--- config.mk ---
export PLATFORM = sky130hd
export DESIGN_NAME = sop_tracker
export DESIGN_NICKNAME = d
export VERILOG_FILES = /design/src/rtl/sop_tracker.sv
export SDC_FILE = /design/constraint.sdc
export NUM_CORES = 1
export LEC_CHECK = 0
export BUFFER_PORTS_ARGS = -buffer_cell sky130_fd_sc_hd__buf_2
export CAP_MARGIN = 5
export CORE_UTILIZATION = 55
export CTS_CLUSTER_DIAMETER = 30
export DETAILED_ROUTE_END_ITERATION = 12
export PLACE_DENSITY = 0.78
export RECOVER_POWER = 100
export SYNTH_ARGS = -nofsm -noshare
export SYNTH_HDL_FRONTEND = slang
export SYNTH_SLANG_ARGS = --single-unit
--- constraint.sdc ---
create_clock -name clk -period 3.6 [get_ports clk]
set_input_delay 0.36 -clock clk [delete_from_list [all_inputs] [get_ports clk]]
set_output_delay 0.36 -clock clk [all_outputs]
set_load 0.01 [all_outputs]
--- src/rtl/sop_tracker.sv ---
// Frame-start tracker: qualifies correlator SOP pulses, gates them with a window
// around the expected boundary, and flywheels a fixed-latency frame SOP once locked.
module sop_tracker #(
    parameter int N_SYMB   = 50,
    parameter int FFTSIZE  = 1024,
    parameter int CPSIZE   = 32,
    parameter int WINDOW   = 20,
    parameter int SPS_NOM  = 20,
    parameter int SPS_TOL  = 5,
    parameter int CONF_MAX = 20,
    parameter int LOCK_UP  = 15,
    parameter int LOCK_DW  = 7,
    parameter int DELAY_W  = 6
) (
    input  logic                              clk,
    input  logic                              rst_n,
    input  logic                              isop,
    input  logic [14:0]                       n_sps,
    output logic                              osop,
    output logic signed [DELAY_W-1:0]         delay_sop,
    output logic                              found_sync,
    output logic                              sop_frame,
    output logic [1:0]                        state,
    output logic [$clog2(CONF_MAX+1)-1:0]     conf
);

    localparam int L_FRAME = N_SYMB * (FFTSIZE + CPSIZE);
    localparam int PW      = $clog2(L_FRAME);
    localparam int CW      = $clog2(CONF_MAX + 1);

    localparam logic [PW-1:0] P_WIN   = PW'(WINDOW);
    localparam logic [PW-1:0] P_EVAL  = PW'(WINDOW + 1);
    localparam logic [PW-1:0] P_EARLY = PW'(L_FRAME - WINDOW);
    localparam logic [PW-1:0] P_LAST  = PW'(L_FRAME - 1);
    localparam logic [PW-1:0] P_ONE   = PW'(1);
    localparam logic [PW:0]   L_EXT   = (PW + 1)'(L_FRAME);
    localparam logic [CW-1:0] C_MAX   = CW'(CONF_MAX);
    localparam logic [CW-1:0] C_UP    = CW'(LOCK_UP);
    localparam logic [CW-1:0] C_DW    = CW'(LOCK_DW);
    localparam logic [14:0]   SPS_LO  = 15'(SPS_NOM - SPS_TOL);
    localparam logic [14:0]   SPS_HI  = 15'(SPS_NOM + SPS_TOL);

    typedef enum logic [1:0] {
        SEARCH   = 2'd0,
        VERIFY   = 2'd1,
        LOCKED   = 2'd2,
        HOLDOVER = 2'd3
    } state_t;

    state_t        fsm;
    logic [PW-1:0] pos;
    logic          hit;

    logic          in_search;
    logic          q;
    logic          win;
    logic          realign;
    logic          eval;
    logic [PW:0]   err_raw;
    logic [CW-1:0] conf_new;

    always_comb begin
        in_search = (fsm == SEARCH);
        q         = isop && (n_sps >= SPS_LO) && (n_sps <= SPS_HI);
        win       = !in_search && ((pos <= P_WIN) || (pos >= P_EARLY));
        // With zero confidence any qualified pulse re-anchors the frame, window or not.
        realign   = !in_search && q && ((conf == '0) || (win && !hit));
        eval      = !in_search && (pos == P_EVAL);
        err_raw   = (pos <= P_WIN) ? {1'b0, pos} : ({1'b0, pos} - L_EXT);
        if (hit) begin
            conf_new = (conf == C_MAX) ? conf : conf + 1'b1;
        end else begin
            conf_new = (conf == '0) ? conf : conf - 1'b1;
        end
    end

    always_ff @(posedge clk or negedge rst_n) begin
        if (!rst_n) begin
            fsm       <= SEARCH;
            pos       <= '0;
            conf      <= '0;
            hit       <= 1'b0;
            delay_sop <= '0;
        end else if (in_search) begin
            conf      <= '0;
            delay_sop <= '0;
            hit       <= q;
            pos       <= q ? P_ONE : '0;
            if (q) begin
                fsm <= VERIFY;
            end
        end else if (realign) begin
            pos       <= P_ONE;
            hit       <= 1'b1;
            delay_sop <= win ? err_raw[DELAY_W-1:0] : '0;
        end else begin
            pos <= (pos == P_LAST) ? '0 : pos + 1'b1;
            if (eval) begin
                hit  <= 1'b0;
                conf <= conf_new;
                case (fsm)
                    VERIFY: begin
                        if (!hit && conf == '0) begin
                            fsm       <= SEARCH;
                            pos       <= '0;
                            conf      <= '0;
                            delay_sop <= '0;
                        end else if (conf_new > C_UP) begin
                            fsm <= LOCKED;
                        end
                    end
                    LOCKED: begin
                        if (!hit) begin
                            fsm <= HOLDOVER;
                        end
                    end
                    HOLDOVER: begin
                        if (hit) begin
                            fsm <= LOCKED;
                        end else if (conf_new < C_DW) begin
                            fsm       <= SEARCH;
                            pos       <= '0;
                            conf      <= '0;
                            delay_sop <= '0;
                        end
                    end
                    default: ;
                endcase
            end
        end
    end

    // Outputs decode registered state only; isop/n_sps never reach them directly.
    assign state      = fsm;
    assign found_sync = fsm[1];
    assign sop_frame  = win;
    assign osop       = fsm[1] && (pos == P_EVAL);

endmodule

* Word level (Yosys, flattened, before mapping)
Cells that the tools add are included.
** Operators by class
- Add/subtract/negate cells :: 4
- $lt $le $gt $ge :: 6
- Equal/unequal tests :: 14
- Mux-type cells :: 41
- Reductions and logical operators :: 22
** Operators with widths (number)
- 2-to-1 mux 16 bit :: 7
- 2-to-1 mux 6 bit :: 8
- 2-to-1 mux 5 bit :: 9
- one-hot mux 16 bit (2 select lines) :: 1
- != test 4 bit, second input constant :: 5
- 2-to-1 mux 2 bit :: 9
- adder 16 x 1 -> 16 bit, second input constant :: 1
- equality test 16 bit, second input constant :: 1
- equality test 16 x 5 -> 1 bit, second input constant :: 1
- >= comparator 16 bit, second input constant :: 1
- <= comparator 16 x 5 -> 1 bit, second input constant :: 1
- >= comparator 15 x 4 -> 1 bit, second input constant :: 1
- <= comparator 15 x 5 -> 1 bit, second input constant :: 1
- one-hot mux 6 bit (2 select lines) :: 1
- one-hot mux 5 bit (2 select lines) :: 1
- logical AND 1 bit :: 9
- nonzero test 4 bit :: 2
- AND reduction 7 bit :: 1
- one-hot mux 2 bit (3 select lines) :: 1
- subtractor 6 x 1 -> 6 bit, second input constant :: 1
- adder 5 x 1 -> 5 bit, second input constant :: 1
- equality test 5 bit, second input constant :: 1
- > comparator 5 x 4 -> 1 bit, second input constant :: 1
- logical NOT 5 bit :: 1
- other kinds (15) :: 21
** Word-level totals
- Bits in registers :: 30
- Input port bits :: 18
- Output and inout bits :: 16
- Logic and storage cells :: 92

* Logic depth before layout (Yosys ltp)
- Depth in word-level cells :: 10
- Depth in mapped cells :: 10
- Gate-level depth less buffers :: 9

* Least setup slack after synthesis
No wires, ideal clock.
- Path kind :: flip-flop to flip-flop
- Start :: register conf[0]
- End :: register pos[14]
- Library setup time :: 120 ps
- Arrival :: 2312 ps
- Slack :: 1169 ps
- Stages on the path, launching flop included :: 10
- Path buffers :: 1
- Clock period less this slack :: 2431 ps
- Cell sequence :: dfrtp_1 -> inv_1 -> ha_1 -> or3b_1 -> a32o_1 -> o22ai_4 -> o311ai_4 -> o221a_4 -> buf_6 -> and3_1
** Between the ends
- Longest elaborated chain between the ends :: 10
- Elaborated cells on any way between the ends :: 18
** RTL lines
- start, declared :: RTL line 24 : output logic [$clog2(CONF_MAX+1)-1:0] conf
- start signal, assigned :: RTL line 100 : conf <= conf_new;
- subtractor 5 x 1 -> 5 bit (tied with other cells) :: RTL line 73 : conf_new = (conf == '0) ? conf : conf - 1'b1;
- 2-to-1 mux 5 bit, on equally long branches :: RTL line 73, 71
- 2-to-1 mux 5 bit :: RTL line 70 : if (hit) begin
- < comparator 5 x 3 -> 1 bit :: RTL line 120 : end else if (conf_new < C_DW) begin
- 2-to-1 mux 16 bit :: RTL line 120
- 2-to-1 mux 16 bit :: RTL line 118 : if (hit) begin
- one-hot mux 16 bit (2 select lines) :: RTL line 101 : case (fsm)
- 2-to-1 mux 16 bit :: RTL line 98 : if (eval) begin
- 2-to-1 mux 16 bit * :: RTL line 92 : end else if (realign) begin
- 2-to-1 mux 16 bit * :: RTL line 84 : end else if (in_search) begin
- end signal, assigned :: RTL line 88 : pos <= q ? P_ONE : '0;
- end signal, assigned :: RTL line 97 : pos <= (pos == P_LAST) ? '0 : pos + 1'b1;
- end, declared :: RTL line 51 : logic [PW-1:0] pos;
Mark *: on every way between the ends. The rest lies on a longest branch, timed or not.
A chain may end at the register's enable or synchronous reset.

* Final worst setup path
- Start :: register conf[0]
- End :: register delay_sop[0]
** Between the ends
- Longest elaborated chain between the ends :: 6
- Elaborated cells on any way between the ends :: 19
** RTL lines
- subtractor 5 x 1 -> 5 bit (tied with other cells) :: RTL line 73
- 2-to-1 mux 5 bit, on equally long branches :: RTL line 73, 71
- 2-to-1 mux 5 bit :: RTL line 70
- < comparator 5 x 3 -> 1 bit :: RTL line 120
- != test 4 bit (no line)
- AND reduction 5 bit (no line)
- end signal, assigned :: RTL line 95 : delay_sop <= win ? err_raw[DELAY_W-1:0] : '0;
- end, declared :: RTL line 20 : output logic signed [DELAY_W-1:0] delay_sop,
Parallel ways exist; a longest one is shown, timed or not.

==> results.md <==
- Flops & latches, synth: 30
- Top cell type's share of synthesized area: 34.09%
- # H-tree levels: 2
- Post-CTS Setup Inserts: 0
- CTS Hold Bufs: 0
- Pleak: 1.029 nW
- DR WL/cell: 15.68 um
- Nets: 292
- Sequential share of the synthesized area: 34.09%
- First-pass DRT Iterations: 5
- Final Skew: 0.004586 ns
- Worst vdd ir: 0.2878 mV
- Maxcap violations: 1
- Avg Cell Area, Syn: 9.253 um2
- Clk slew on worst S/H paths: 0.07 ns
- Detailed Route Iter0 Violations: 125
- Most common cell after layout, fill and taps aside: dfrtp_1
- Final hold vios: 0
- DRT antenna net count: 0
- Final worst path period share: 82.40%
- Violated checks: max-capacitance violations, max-slew violations
- TNS Setup: 0 ns
- # clock sinks: 30
- Vias in the first global route: 1863
- Ys flop type: dfrtp_1
- Unique cell type count in the Yosys netlist: 65
- Largest area contributor in the synthesized netlist: dfrtp_1
- Slew Limit Headroom: -6.575%
- DR vias: 1956
- Die width: 65.28 um
- I/O pin total: 34
- Worst EP arrival: 3.18 ns
- Warnings, synthesis: 0
- Rows: 22
- Worst Path Required: 3.82 ns
- Area delta synth->final: 8.636%
- Critical path capture point type: flop
- FMAX: 337.1 MHz
- Worst-Skew Late Latency: 0.28 ns
- Antenna violations before repair: 0
- GP Congestion: 0.8642
- CORE AREA: 3744 um2
- Starting Density: 58.82%
- Number of flops mapped to enable cells by yosys: 0
- Outcome: complete, but fails checks
- Synthesized area: 2202 um2
- GRT Resource Usage Total: 25.93%
- Synth area leaders: dfrtp_1 34%, xnor2_1 4.8%, and3_1 4.3%, nand2_1 3.8%, ha_1 3.4%
- Vert. Die Dim: 65.28 um
- Endpoints failing setup: 0
- Global route overflow: 0
- Post-route minimum period: 2.966 ns
- Post-synthesis cell count: 238
- Critical path type: reg2reg
- Placed wire-length estimate: 3.623 mm
- RSZ-0062 raised after global routing: false
- CTS tree: done
- Die area: 4261 um2
- ANT cells: 0
- IO Port Bufs: 33
- Largest net degree at the start of global routing: 31
- Share of cells above drive strength 1: 13.75%
- Worst Hold Class: in2async
- DP Cell Count: 309
- First-pass GRT wire length: 8.300 mm
- Asr flop ratio synth: 100.0%
- Drt drc: 0
- Vias per cell: 6.170
- CP Launch Type: flop
- Root buffer cell: clkbuf_8
- Most frequent cells in the layout: 30 x dfrtp_1, 22 x nand2_1, 18 x buf_2
- PwrDens: 285.6 nW/um2
- Finished Layout Cells: 317
- WL final: 4.971 mm
- Syn Nets: 262
- Slew of the pin with the lowest slew margin: 1.599 ns
- CTS buffer count: 5
- Final Max Tran Viols: 31
- Clock tree buffer depth: 2
- Worst Path Max Fanout: 16
- PostCTS Resize Cnt: 0
==> critical path, cell delays in order, from the launching register on <==
cell and delay, ns:
dfrtp_1 0.45, inv_1 0.12, ha_1 0.33, or2_2 0.27, o21ai_0 0.39, o22ai_4 0.15, o311ai_4 0.34, o221a_1 0.60
a32o_1 0.25
==> stage by stage <==
stage                     hold slack (ns)  cell area [um2]  total power, mW  setup WS, ns  util, %
after floorplan                   0.06441             2202           0.3872         1.169        -
after global placement             0.4264             2360           0.4102         1.024    63.03
after detailed placement           0.4305             2360           0.4113         1.009    63.03
after CTS                          0.1207             2455           0.6954        0.9925    65.57
after global routing               0.5441             2392           0.7133        0.4220    63.90
final                              0.4728             2392           0.6833        0.6336    63.90
==> kinds of logic after synthesis <==
kind of cell | Yosys count | synth area share, %
xor+xnor | 15 | 5.966
flops | 30 | 34.09
mux | 5 | 2.386
fa+ha+maj | 6 | 3.409
compound gates | 50 | 21.08
buf+inv | 19 | 4.602
simple gates | 113 | 28.47
==> routing by layer <==
| layer | up-vias | routed length, um | part of all wire, % | track usage, % |
|---|---|---|---|---|
| li1 | 954 | - | - | - |
| met1 | 956 | 2153 | 43 | 29.58 |
| met2 | 40 | 2602 | 52 | 47.29 |
| met3 | 6 | 158 | 3.2 | 5.382 |
| met4 | 0 | 57 | 1.1 | 9.239 |
| met5 | - | 0 | 0 | 0 |
==> Yosys cell counts (all sizes together), types with 2 or more instances <==
| cell type | number |
|---|---|
| dfrtp | 30 |
| nand2 | 22 |
| nor2 | 17 |
| and3 | 15 |
| nand3 | 12 |
| xnor2 | 12 |
| nor4 | 10 |
| o21ai | 10 |
| inv | 9 |
| buf | 8 |
| nor3 | 8 |
| a32o | 7 |
| ha | 6 |
| or3 | 5 |
| a21oi | 4 |
| nand2b | 4 |
| o211ai | 4 |
| a211oi | 3 |
| mux2i | 3 |
| or2 | 3 |
| xor2 | 3 |
| a2111oi | 2 |
| a21o | 2 |
| a31oi | 2 |
| and4 | 2 |
| clkbuf | 2 |
| mux2 | 2 |
| nand4 | 2 |
| nand4b | 2 |
| nor2b | 2 |
| nor3b | 2 |
| nor4b | 2 |
| o22ai | 2 |
| o311ai | 2 |
==> area by class of cell <==
type,count,area [um2]
repair buffers,33,146.4
clock buffers,6,82.58
flip-flops and latches,30,750.7
clock inverters,2,12.51
inverters,9,33.78
well taps,48,60.06
multi-input cells,189,1306
fillers,352,1351
==> power breakdown <==
| part | switching (mW) | internal, mW |
|---|---|---|
| clock network | 0.129 | 0.153 |
| logic | 0.0278 | 0.0217 |
| registers | 0.00903 | 0.342 |
==> final timing paths <==
check / to / slack, ns / from / cells past startpoint
worst max-delay path: delay_sop[0]$_DFFE_PN0P_ / 0.63 / conf[0]$_DFFE_PN0P_ / 8
worst min-delay path: pos[11]$_DFF_PN0_ / 0.47 / rst_n / 1
worst max register to register: delay_sop[0]$_DFFE_PN0P_ / 0.63 / conf[0]$_DFFE_PN0P_ / 8
worst min register to register: delay_sop[1]$_DFFE_PN0P_ / 0.52 / delay_sop[1]$_DFFE_PN0P_ / 1
max in group asynchronous: conf[3]$_DFFE_PN0P_ / 2.20 / rst_n / 1
min in group clk: delay_sop[1]$_DFFE_PN0P_ / 0.52 / delay_sop[1]$_DFFE_PN0P_ / 1
==> sequential cells by signal, indices dropped and copies added, names as in the netlist <==
signal     cells
conf           5
delay_sop      6
hit            1
pos           16
state          2
No activity file was read; power rests on OpenSTA's default activity.
